[config.mk]
export PLATFORM = sky130hd
export DESIGN_NAME = rexta_mem_arbiter_flat
export DESIGN_NICKNAME = d
export VERILOG_FILES = /design/src/rtl/rexta_mem_arbiter_if.sv /design/src/rtl/rexta_mem_arbiter.sv /design/src/flat_wrapper.sv
export SDC_FILE = /design/constraint.sdc
export NUM_CORES = 1
export LEC_CHECK = 0
export ABC_AREA = 1
export CAP_MARGIN = 20
export CORE_ASPECT_RATIO = 0.6
export CORE_MARGIN = 2
export CORE_UTILIZATION = 43
export CTS_CLUSTER_SIZE = 12
export DETAILED_ROUTE_END_ITERATION = 6
export GPL_TIMING_DRIVEN = 0
export PLACE_DENSITY = 0.9
export SETUP_SLACK_MARGIN = 0.4
export SYNTH_ARGS = -nofsm -noshare
export SYNTH_HDL_FRONTEND = slang
export SYNTH_SLANG_ARGS = --single-unit
[constraint.sdc]
create_clock -name clk -period 6.1 [get_ports clk]
set_clock_uncertainty 0.1 [all_clocks]
set_input_delay 0.915 -clock clk [delete_from_list [all_inputs] [get_ports clk]]
set_output_delay 0.915 -clock clk [all_outputs]
set_load 0.01 [all_outputs]
[src/rtl/rexta_mem_arbiter_if.sv]
// Bundle of the IF/LS requester ports and the Rexta memory port seen by rexta_mem_arbiter.
// slave: the arbiter's view. master: the environment's view (front-end, LSU, memory).
interface rexta_mem_arbiter_if #(
    parameter int ADDR_W = 32,
    parameter int DATA_W = 32
);
    logic                  if_req;
    logic [ADDR_W-1:0]     if_addr;
    logic                  if_gnt;
    logic                  if_rvalid;
    logic [DATA_W-1:0]     if_rdata;
    logic                  if_err;

    logic                  ls_req;
    logic                  ls_we;
    logic [ADDR_W-1:0]     ls_addr;
    logic [DATA_W-1:0]     ls_wdata;
    logic [DATA_W/8-1:0]   ls_be;
    logic                  ls_gnt;
    logic                  ls_rvalid;
    logic [DATA_W-1:0]     ls_rdata;
    logic                  ls_err;

    logic                  mem_req;
    logic                  mem_we;
    logic [ADDR_W-1:0]     mem_addr;
    logic [DATA_W-1:0]     mem_wdata;
    logic [DATA_W/8-1:0]   mem_be;
    logic                  mem_ack;
    logic [DATA_W-1:0]     mem_rdata;

    modport slave (
        input  if_req, if_addr,
        output if_gnt, if_rvalid, if_rdata, if_err,
        input  ls_req, ls_we, ls_addr, ls_wdata, ls_be,
        output ls_gnt, ls_rvalid, ls_rdata, ls_err,
        output mem_req, mem_we, mem_addr, mem_wdata, mem_be,
        input  mem_ack, mem_rdata
    );

    modport master (
        output if_req, if_addr,
        input  if_gnt, if_rvalid, if_rdata, if_err,
        output ls_req, ls_we, ls_addr, ls_wdata, ls_be,
        input  ls_gnt, ls_rvalid, ls_rdata, ls_err,
        input  mem_req, mem_we, mem_addr, mem_wdata, mem_be,
        output mem_ack, mem_rdata
    );
endinterface

[src/rtl/rexta_mem_arbiter.sv]
// Shares the Rexta memory port between instruction fetch and load/store, one transaction at a time,
// with a watchdog abort. Define REXTA_ARB_RR_EN for round-robin ties; default is fixed LS-over-IF.
module rexta_mem_arbiter #(
    parameter int ADDR_W  = 32,
    parameter int DATA_W  = 32,
    parameter int TIMEOUT = 64
) (
    input  logic              clk,
    input  logic              reset_n,
    rexta_mem_arbiter_if.slave bus
);
    localparam int CNT_W = (TIMEOUT > 2) ? $clog2(TIMEOUT) : 1;
    localparam logic [CNT_W-1:0] CNT_LAST = CNT_W'(TIMEOUT - 1);

    typedef enum logic {IDLE, BUSY} state_t;

    state_t                state_q;
    logic [CNT_W-1:0]      cnt_q;
    logic                  owner_ls_q;
    logic                  if_rvalid_q, ls_rvalid_q;
    logic                  if_err_q, ls_err_q;
    logic [DATA_W-1:0]     if_rdata_q, ls_rdata_q;

    logic                  we_q;
    logic [ADDR_W-1:0]     addr_q;
    logic [DATA_W-1:0]     wdata_q;
    logic [DATA_W/8-1:0]   be_q;

    logic                  busy;
    logic                  grant_d;
    logic                  pick_ls_d;

    assign busy    = (state_q == BUSY);
    // Gated by reset_n so a requester never sees a grant that the FSM then discards.
    assign grant_d = (state_q == IDLE) && reset_n && (bus.if_req || bus.ls_req);

`ifdef REXTA_ARB_RR_EN
    logic last_ls_q;

    assign pick_ls_d = bus.ls_req && (!bus.if_req || !last_ls_q);

    always_ff @(posedge clk) begin
        if (!reset_n) begin
            last_ls_q <= 1'b0;
        end else if (grant_d) begin
            last_ls_q <= pick_ls_d;
        end
    end
`else
    assign pick_ls_d = bus.ls_req;
`endif

    assign bus.ls_gnt = grant_d && pick_ls_d;
    assign bus.if_gnt = grant_d && !pick_ls_d;

    always_ff @(posedge clk) begin
        if (!reset_n) begin
            state_q     <= IDLE;
            cnt_q       <= '0;
            owner_ls_q  <= 1'b0;
            if_rvalid_q <= 1'b0;
            ls_rvalid_q <= 1'b0;
            if_err_q    <= 1'b0;
            ls_err_q    <= 1'b0;
            if_rdata_q  <= '0;
            ls_rdata_q  <= '0;
        end else begin
            if_rvalid_q <= 1'b0;
            ls_rvalid_q <= 1'b0;
            case (state_q)
                IDLE: begin
                    if (grant_d) begin
                        state_q    <= BUSY;
                        cnt_q      <= '0;
                        owner_ls_q <= pick_ls_d;
                    end
                end
                BUSY: begin
                    // An ack in the final watchdog cycle still counts as a normal completion.
                    if (bus.mem_ack || cnt_q == CNT_LAST) begin
                        state_q <= IDLE;
                        cnt_q   <= '0;
                        if (owner_ls_q) begin
                            ls_rvalid_q <= 1'b1;
                            ls_err_q    <= !bus.mem_ack;
                            ls_rdata_q  <= (bus.mem_ack && !we_q) ? bus.mem_rdata : '0;
                        end else begin
                            if_rvalid_q <= 1'b1;
                            if_err_q    <= !bus.mem_ack;
                            if_rdata_q  <= bus.mem_ack ? bus.mem_rdata : '0;
                        end
                    end else begin
                        cnt_q <= cnt_q + CNT_W'(1);
                    end
                end
                default: state_q <= IDLE;
            endcase
        end
    end

    // Request payload is only visible while BUSY, so it needs no reset.
    always_ff @(posedge clk) begin
        if (grant_d) begin
            if (pick_ls_d) begin
                we_q    <= bus.ls_we;
                addr_q  <= bus.ls_addr;
                wdata_q <= bus.ls_wdata;
                be_q    <= bus.ls_be;
            end else begin
                we_q    <= 1'b0;
                addr_q  <= bus.if_addr;
                wdata_q <= '0;
                be_q    <= '1;
            end
        end
    end

    assign bus.mem_req   = busy;
    assign bus.mem_we    = busy && we_q;
    assign bus.mem_addr  = busy ? addr_q  : '0;
    assign bus.mem_wdata = busy ? wdata_q : '0;
    assign bus.mem_be    = busy ? be_q    : '0;

    assign bus.if_rvalid = if_rvalid_q;
    assign bus.if_rdata  = if_rdata_q;
    assign bus.if_err    = if_err_q;
    assign bus.ls_rvalid = ls_rvalid_q;
    assign bus.ls_rdata  = ls_rdata_q;
    assign bus.ls_err    = ls_err_q;
endmodule
[src/flat_wrapper.sv]
// flat-port wrapper written by rule: the top's interface ports become plain ports
module rexta_mem_arbiter_flat 
#(
    parameter int ADDR_W  = 32,
    parameter int DATA_W  = 32,
    parameter int TIMEOUT = 64
)
  (clk, reset_n, bus_if_req, bus_if_addr, bus_if_gnt, bus_if_rvalid, bus_if_rdata, bus_if_err, bus_ls_req, bus_ls_we, bus_ls_addr, bus_ls_wdata, bus_ls_be, bus_ls_gnt, bus_ls_rvalid, bus_ls_rdata, bus_ls_err, bus_mem_req, bus_mem_we, bus_mem_addr, bus_mem_wdata, bus_mem_be, bus_mem_ack, bus_mem_rdata);
  rexta_mem_arbiter_if #(.ADDR_W(ADDR_W), .DATA_W(DATA_W)) bus_i ();
  input  logic clk;
  input  logic reset_n;
  input wire logic [$bits(bus_i.if_req)-1:0] bus_if_req;
  input wire logic [$bits(bus_i.if_addr)-1:0] bus_if_addr;
  output wire logic [$bits(bus_i.if_gnt)-1:0] bus_if_gnt;
  output wire logic [$bits(bus_i.if_rvalid)-1:0] bus_if_rvalid;
  output wire logic [$bits(bus_i.if_rdata)-1:0] bus_if_rdata;
  output wire logic [$bits(bus_i.if_err)-1:0] bus_if_err;
  input wire logic [$bits(bus_i.ls_req)-1:0] bus_ls_req;
  input wire logic [$bits(bus_i.ls_we)-1:0] bus_ls_we;
  input wire logic [$bits(bus_i.ls_addr)-1:0] bus_ls_addr;
  input wire logic [$bits(bus_i.ls_wdata)-1:0] bus_ls_wdata;
  input wire logic [$bits(bus_i.ls_be)-1:0] bus_ls_be;
  output wire logic [$bits(bus_i.ls_gnt)-1:0] bus_ls_gnt;
  output wire logic [$bits(bus_i.ls_rvalid)-1:0] bus_ls_rvalid;
  output wire logic [$bits(bus_i.ls_rdata)-1:0] bus_ls_rdata;
  output wire logic [$bits(bus_i.ls_err)-1:0] bus_ls_err;
  output wire logic [$bits(bus_i.mem_req)-1:0] bus_mem_req;
  output wire logic [$bits(bus_i.mem_we)-1:0] bus_mem_we;
  output wire logic [$bits(bus_i.mem_addr)-1:0] bus_mem_addr;
  output wire logic [$bits(bus_i.mem_wdata)-1:0] bus_mem_wdata;
  output wire logic [$bits(bus_i.mem_be)-1:0] bus_mem_be;
  input wire logic [$bits(bus_i.mem_ack)-1:0] bus_mem_ack;
  input wire logic [$bits(bus_i.mem_rdata)-1:0] bus_mem_rdata;
  assign bus_i.if_req = bus_if_req;
  assign bus_i.if_addr = bus_if_addr;
  assign bus_if_gnt = bus_i.if_gnt;
  assign bus_if_rvalid = bus_i.if_rvalid;
  assign bus_if_rdata = bus_i.if_rdata;
  assign bus_if_err = bus_i.if_err;
  assign bus_i.ls_req = bus_ls_req;
  assign bus_i.ls_we = bus_ls_we;
  assign bus_i.ls_addr = bus_ls_addr;
  assign bus_i.ls_wdata = bus_ls_wdata;
  assign bus_i.ls_be = bus_ls_be;
  assign bus_ls_gnt = bus_i.ls_gnt;
  assign bus_ls_rvalid = bus_i.ls_rvalid;
  assign bus_ls_rdata = bus_i.ls_rdata;
  assign bus_ls_err = bus_i.ls_err;
  assign bus_mem_req = bus_i.mem_req;
  assign bus_mem_we = bus_i.mem_we;
  assign bus_mem_addr = bus_i.mem_addr;
  assign bus_mem_wdata = bus_i.mem_wdata;
  assign bus_mem_be = bus_i.mem_be;
  assign bus_i.mem_ack = bus_mem_ack;
  assign bus_i.mem_rdata = bus_mem_rdata;
  rexta_mem_arbiter #(.ADDR_W(ADDR_W), .DATA_W(DATA_W), .TIMEOUT(TIMEOUT)) u_core (.clk(clk), .reset_n(reset_n), .bus(bus_i));
endmodule
======== Word-level counts from Yosys, hierarchy flattened ========
Index checks and enable logic that the tools add are counted.
cells by class
  $lt $le $gt $ge ......................... 0
  shifts and indexed selects .............. 0
  reductions and logical operators ........ 15
  mux-type cells .......................... 14
  divide/modulo/power cells ............... 0
  bitwise logic cells ..................... 2
  add/subtract/negate cells ............... 1
  eq/ne operators ......................... 2
  multipliers ............................. 0
operators by type and width
  cell                 number
  $mux 32              5
  $mux 6               2
  $pmux 6 s2           1
  $reduce_and 3->1     3
  $add 6x1->6 const B  1
  $eq 6x6->1 const B   1
  $logic_and 1x1->1    6
  $mux 1               4
  $mux 4               1
  $logic_not 1->1      3
  $logic_or 1x1->1     2
  $ne 2x1->1 const B   1
  $not 1->1            2
  $pmux 1 s2           1
  $reduce_and 2->1     1
storage, ports and cells
  register bits after elaboration ......... 145
  latch bits .............................. 0
  output and inout bits ................... 140
  memory bits (read-only) ................. 0
  memories kept ........................... 0
  input port bits ......................... 138
  memory bits (writable) .................. 0
  logic and storage cells ................. 47

======== Depth between registers and ports, before layout ========
Gate-level depths: netlist of the first run.
  word-level depth ........................ 5
  depth in mapped cells ................... 8
  gate-level depth less buffers ........... 7

======== Worst setup path before layout of the first run ========
Ideal clock, no wire load.
  path type ............................... in2out
  from .................................... input port reset_n
  to ...................................... output port bus_if_gnt
  path slack .............................. 0.306 ns
  data arrival time ....................... 4.779 ns
  stages .................................. 5
  buffers on the path ..................... 1
  required time ........................... 5.085 ns
  path through ............................ clkbuf_1 > o21ai_0 > nor2_1 > inv_1 > nor2_1
on the way
  cells in the longest elaborated chain, start to end .. 3
ends and longest elaborated chain
  item                            line                     text
  from (decl)                     flat_wrapper.sv:11       input logic reset_n;
  $logic_and 1x1->1 (2 in a row)  rexta_mem_arbiter.sv:35  assign grant_d = (state_q == IDLE) && reset_n && (bus.if_req || bus.ls_req);
  named net u_core.grant_d        rexta_mem_arbiter.sv:30  logic grant_d;
  $logic_and 1x1->1               rexta_mem_arbiter.sv:54  assign bus.if_gnt = grant_d && !pick_ls_d;
  to (decl)                       flat_wrapper.sv:14       output wire logic [$bits(bus_i.if_gnt)-1:0] bus_if_gnt;
The timed path passes the listed nets, and every way through them passes these cells.

======== Worst setup path in the final report of the first run ========
  from .................................... input port bus_if_req
  to ...................................... output port bus_if_gnt
on the way
  cells in the longest elaborated chain, start to end .. 3
ends and longest elaborated chain
  item                      line                     text
  from (decl)               flat_wrapper.sv:12       input wire logic [$bits(bus_i.if_req)-1:0] bus_if_req;
  $logic_or 1x1->1          rexta_mem_arbiter.sv:35
  $logic_and 1x1->1         rexta_mem_arbiter.sv:35
  named net u_core.grant_d  rexta_mem_arbiter.sv:30
  $logic_and 1x1->1         rexta_mem_arbiter.sv:54
The timed path passes the listed nets, and every way through them passes these cells.

==> results of run 1 <==
## synth_stat cells (4+ instances only)
library cell / n
sky130_fd_sc_hd__dfxtp_1: 76
sky130_fd_sc_hd__o21ai_0: 6
sky130_fd_sc_hd__nor2_2: 34
sky130_fd_sc_hd__a21oi_1: 36
sky130_fd_sc_hd__nand3_1: 42
sky130_fd_sc_hd__nand2_1: 343
sky130_fd_sc_hd__or2_2: 4
sky130_fd_sc_hd__inv_1: 110
sky130_fd_sc_hd__buf_4: 6
sky130_fd_sc_hd__buf_1: 8
sky130_fd_sc_hd__nor2_1: 41
sky130_fd_sc_hd__clkbuf_1: 17
sky130_fd_sc_hd__buf_2: 11
sky130_fd_sc_hd__edfxtp_1: 69
## flip-flops by register name (all words and copies together) (netlist names), 4 cells and up
name,cells
u_core.bus.if_rdata,32
u_core.addr_q,32
u_core.be_q,4
u_core.wdata_q,32
u_core.cnt_q,6
u_core.bus.ls_rdata,32
## routing by layer
metal,wire length [um],global-route usage (%),part of all wire [%],vias up
li1,-,-,-,3091
met4,288,6.81,1.5,0
met2,9220,41.5,48,251
met3,1640,7.74,8.5,20
met5,0,0,0,-
met1,8090,29.3,42,2844
## where the power goes
group          internal (mW)  leakage [nW]  switching, mW
Clock                  0.605         0.284          0.422
Combinational          0.221          3.00          0.212
Sequential              1.08          1.27         0.0201
Total                   1.90          4.56          0.654
## cell type report
| type | instances | share of cell area (%) |
|---|---|---|
| clock buffer | 20 | 4.63 |
| multi-input combinational | 517 | 22.1 |
| sequential | 145 | 35.6 |
| tap | 198 | 2.45 |
| clock inverter | 12 | 1.19 |
| buffer | 45 | 2.25 |
| timing repair buffer | 277 | 27.7 |
| inverter | 112 | 4.16 |
## cell families after synthesis
kind of cell               share of synthesized area (%)
and+or+nand+nor                                     30.4
buffers and inverters                               10.0
DFF                                                 55.6
AOI/OAI and AO/OA                                   3.66
xor gates and xnor gates                           0.136
adders and majority gates                          0.194
## worst min path at each step
stage,end,slack (ns),cells past startpoint
global route,u_core.bus.if_rdata[8]$_SDFFE_PN0P_,0.38,2
CTS,u_core.bus.if_rdata[25]$_SDFFE_PN0P_,0.36,2
floorplan,u_core.cnt_q[1]$_SDFFE_PN0P_,0.38,2
finish,u_core.bus.ls_rdata[11]$_SDFFE_PN0P_,0.37,2
detailed placement,u_core.bus.if_rdata[25]$_SDFFE_PN0P_,0.35,2
global placement,u_core.bus.ls_rdata[29]$_SDFFE_PN0P_,0.35,2
## per-stage QoR
| step | total power [mW] | worst slack (ns) | hold slack [ns] |
|---|---|---|---|
| after global placement | 1.54 | -0.0916 | 0.348 |
| final | 2.56 | 2.21 | 0.366 |
| after CTS | 2.57 | 2.17 | 0.361 |
| after global routing | 2.66 | 2.03 | 0.384 |
| after detailed placement | 1.55 | 2.18 | 0.352 |
| after floorplan | 1.30 | 1.52 | 0.377 |
## worst max-delay path: cells and delay by family
kind | cells | cell delay [ns]
and+or+nand+nor | 2 | 0.64
buffers and inverters | 3 | 1.15
AOI/OAI and AO/OA | 1 | 0.16
==> results.cfg, run 1 <==
[status]
run_status = completed

[finish]
final_cell_count_no_fill = 1326
proportion_of_layout_cells_with_a_drive_suffix_above_1_pct = 8.69
insertedDiodeCount = 0
sequential_cell_area_um2 = 3590
layout.nets = 1254
final_cell_area_um2 = 10100
fillerInstances = 1124
mostFrequentLayoutCells = 343 x sky130_fd_sc_hd__nand2_1, 275 x sky130_fd_sc_hd__clkdlybuf4s50_1, 110 x sky130_fd_sc_hd__inv_1
final_util_pct = 69.3
syn_to_final_growth_pct = 56.4
multi_input_comb_area_um2 = 2230
final_common_cell = sky130_fd_sc_hd__nand2_1

[synth]
synth_seq_cells = 145
syn_nets = 958
synth_area_per_cell_um2 = 7.89
synth.area.top_cells = sky130_fd_sc_hd__edfxtp_1 32%, sky130_fd_sc_hd__dfxtp_1 24%, sky130_fd_sc_hd__nand2_1 20%, sky130_fd_sc_hd__inv_1 6.4%, sky130_fd_sc_hd__nor2_2 3.3%
synth-warning-count = 0
ys_types = 27
netlist_area_um2 = 6460
asyncSetResetFlopFracSynth_pct = 0
yosysTopAreaCellShare_pct = 32.1
yosys_most_used_dff = sky130_fd_sc_hd__dfxtp_1
yosysSeqAreaShare_pct = 55.6
synthCells = 819
post_synth_top_area_cell = sky130_fd_sc_hd__edfxtp_1
synth_enable_flop_cells = 69

[die]
die_area_um2 = 16100
floorplan.initialDensity_pct = 44.3
num_rows = 34
floorplan.die.height_um = 99.0
core_area_um2 = 14600
die_x_um = 162
io-pin-count = 278

[route]
wl_per_cell_um = 14.5
drt_pass1_iterations = 5
post-route-drc-count = 0
detail_route.vias_per_cell = 4.68
route.final.wire_length_mm = 19.2
initial_drc_count = 398
detail-route-antenna-nets = 0
vias_after_detailed_routing = 6206

[sta]
period_needed_ns = 3.89
timing.fmax_mhz = 257
final_hold_fails = 0
min_period_over_period_pct = 63.7
rsz0062_at_grt = no
setup_viol = 0
setup_total_negative_slack_ns = 0
maxSlewHeadroom_pct = 52.6
max_slew.worst_pin.slew_ns = 0.712
report.final.slew_viol_count = 0

[global_routing]
globalRouteOverflowTotal = 0
grt_pass1_vias = 6041
track_usage_pct = 24.1
wire_length_of_the_first_global_routing_pass_mm = 30.2
grt_max_degree = 29
grt_antenna_before_repair = 0

[setup_path]
critical-path-max-stage-delay_ns = 0.59
cp-start-kind = primary input
critical_path.cell_chain = clkdlybuf4s50_1 > o21ai_0 > nor2_4 > inv_1 > nor2_1 > clkdlybuf4s50_1
regToRegSetupSlack_ns = 3.98
worstSetupEndpoint = bus_if_gnt
critical_path.endpoint_type = output pin
reg2reg_depth = 4
critical-path-slowest-cell = sky130_fd_sc_hd__clkdlybuf4s50_1
worst_path_most_repeated_cell = sky130_fd_sc_hd__clkdlybuf4s50_1
critical_path_arrival_ns = 2.87
crit_fanout = 19
setup.worst_path.start = bus_if_req
timing_worst_setup_path_type = in -> out
critPathRequiredTime_ns = 5.08
r2r_end = u_core.wdata_q[18]$_SDFFCE_PN0P_
worst_r2r_startpoint = u_core.bus.mem_req$_SDFF_PN0_

[placement]
dpl_cell_area_um2 = 9520
globalplace.congestion = 0.863
hpwl_mm = 14.9
dpl.cell_count = 1294
port_buffers = 275

[cts]
clk_root_buffer_cell = sky130_fd_sc_hd__clkbuf_16
insertion_delay_ns = 0.40
cts_hold_repair.buffers = 0
cts_sinks = 145
clockBufferDepth = 2
setup_repair_bufs_after_cts = 0
cts_tree = done
cts_inserted_buffers = 17
cts_max_level = 4
clock_transition_time_at_the_flip_flop_clock_pins_of_the_worst_setup_and_hold_paths_ns = 0.07
post_cts.resized_instances = 0

[min_path]
hp-class = reg -> reg
hold_path_startpoint = u_core.bus.ls_rdata[11]$_SDFFE_PN0P_

[job]
max-cap-violations = 0

[power_and_ir_drop]
ir_worst_vdd_uv = 146
p_leak_nw = 4.56
power_density_nw_per_um2 = 253
Note: power is estimated with default switching activity, not from simulation.
==> run 2, diff against run 1 <==
CORE_UTILIZATION = 39   (was 43)
PLACE_DENSITY = 0.87   (was 0.9)
clock period = 3.26 ns   (was 6.1 ns; I/O delays follow)
==> run 2 against run 1 <==
- die area up 9.9%
- largest cell class unchanged
- non-clock buffer count up 1
- final cell count up 0.90%
- total power up 91%
- first-iteration DRC count up 27%
- sequential share of layout area down 0.22 points
==> results.cfg, run 2 (synthesis gave the netlist of run 1 again) <==
[job]
max-cap-violations = 0

[cts]
clockBufferDepth = 2
cts_tree = done
cts_inserted_buffers = 17
cts_max_level = 4
cts_sinks = 145
insertion_delay_ns = 0.40
clk_root_buffer_cell = sky130_fd_sc_hd__clkbuf_16
cts_hold_repair.buffers = 0
clock_transition_time_at_the_flip_flop_clock_pins_of_the_worst_setup_and_hold_paths_ns = 0.06

[power_and_ir_drop]
p_leak_nw = 4.60
report.power.total_mw = 4.89
ir_worst_vdd_uv = 317
power_density_nw_per_um2 = 481

[setup_path]
cp-start-kind = primary input
critical_path_arrival_ns = 2.14
timing_worst_setup_path_type = in -> out
critical_path.endpoint_type = output pin
crit_fanout = 28
critPathRequiredTime_ns = 2.67

[global_routing]
wire_length_of_the_first_global_routing_pass_mm = 30.3
grt_max_degree = 31
track_usage_pct = 22.0
grt_pass1_vias = 5890
grt_antenna_before_repair = 0
globalRouteOverflowTotal = 0

[die]
die_x_um = 170
num_rows = 36
floorplan.initialDensity_pct = 39.9
io-pin-count = 278
die_area_um2 = 17700
core_area_um2 = 16200
floorplan.die.height_um = 104

[sta]
setup_viol = 0
timing.hold.ws_ns = 0.363
period_needed_ns = 2.73
timing.fmax_mhz = 366
min_period_over_period_pct = 83.8
report.final.slew_viol_count = 0
setup_total_negative_slack_ns = 0
final_hold_fails = 0
rsz0062_at_grt = no
setup_ws_ns = 0.527
maxSlewHeadroom_pct = 62.8
max_slew.worst_pin.slew_ns = 0.558

[route]
vias_after_detailed_routing = 6085
detail_route.vias_per_cell = 4.55
route.final.wire_length_mm = 19.3
drt_pass1_iterations = 5
wl_per_cell_um = 14.4
initial_drc_count = 505
detail-route-antenna-nets = 0
post-route-drc-count = 0

[finish]
insertedDiodeCount = 0
final_common_cell = sky130_fd_sc_hd__nand2_1
mostFrequentLayoutCells = 343 x sky130_fd_sc_hd__nand2_1, 275 x sky130_fd_sc_hd__clkdlybuf4s50_1, 109 x sky130_fd_sc_hd__inv_1
proportion_of_layout_cells_with_a_drive_suffix_above_1_pct = 9.57
layout.nets = 1255
final_cell_area_um2 = 10200
final_cell_count_no_fill = 1338
syn_to_final_growth_pct = 57.3
final_util_pct = 62.7

[placement]
port_buffers = 275
dpl.cell_count = 1305
place_ws_ns = 0.00864
hpwl_mm = 15.0
dpl_cell_area_um2 = 9530
globalplace.congestion = 0.875

[min_path]
hp-class = reg -> reg

[status]
run_status = completed
==> run 2: cell types whose count changed in the layout (fill, tap and decap cells not counted), sizes merged <==
| cell | change |
|---|---|
| buf | +2 |
| clkbuf | +1 |
| clkinv | -1 |
| clkinvlp | -1 |
==> run 2: layout make-up <==
class | count | area (um2)
buffer | 45 | 236
clock buffer | 22 | 518
clock inverter | 10 | 108
fill | 1391 | 6050
inverter | 112 | 420
multi-input combinational | 517 | 2230
sequential | 145 | 3590
tap | 209 | 262
timing repair buffer | 278 | 2800
==> run 2: layer usage <==
layer  GRT usage (%)  share of wire [%]
met1            28.0                 43
met2            35.7                 46
met3            6.92                9.1
met4            6.59                1.7
met5               0                  0
==> run 2: power by group <==
| part | internal (mW) | switching [mW] |
|---|---|---|
| sequential | 2.02 | 0.0379 |
| combinational | 0.416 | 0.395 |
| clock | 1.23 | 0.794 |
==> run 2: path summary, 6_finish.rpt <==
kind,startpoint,end,slack (ns),cells after the start
worst min-delay path,u_core.bus.if_rdata[31]$_SDFFE_PN0P_,u_core.bus.if_rdata[31]$_SDFFE_PN0P_,0.36,2
worst max-delay path,bus_if_req,bus_if_gnt,0.53,7
worst min register to register,u_core.bus.if_rdata[31]$_SDFFE_PN0P_,u_core.bus.if_rdata[31]$_SDFFE_PN0P_,0.36,2
worst max register to register,u_core.cnt_q[0]$_SDFFE_PN0P_,u_core.bus.if_rdata[28]$_SDFFE_PN0P_,1.33,7
==> run 2: worst max-delay path, stage by stage <==
cell and delay (ns):
sky130_fd_sc_hd__clkdlybuf4s50_1 0.46, sky130_fd_sc_hd__o21ai_1 0.10, sky130_fd_sc_hd__nor2_4 0.14, sky130_fd_sc_hd__buf_12 0.20, sky130_fd_sc_hd__inv_2 0.06, sky130_fd_sc_hd__nor2_2 0.11
sky130_fd_sc_hd__clkdlybuf4s50_1 0.58
==> run 2: repair_timing <==
item,CTS,global route
gates cloned,0,0
pin swaps,1,0
endpoints found under the setup margin,71,13
buffers inserted,1,0
hold endpoints to repair,0,0
gates resized for setup,6,3
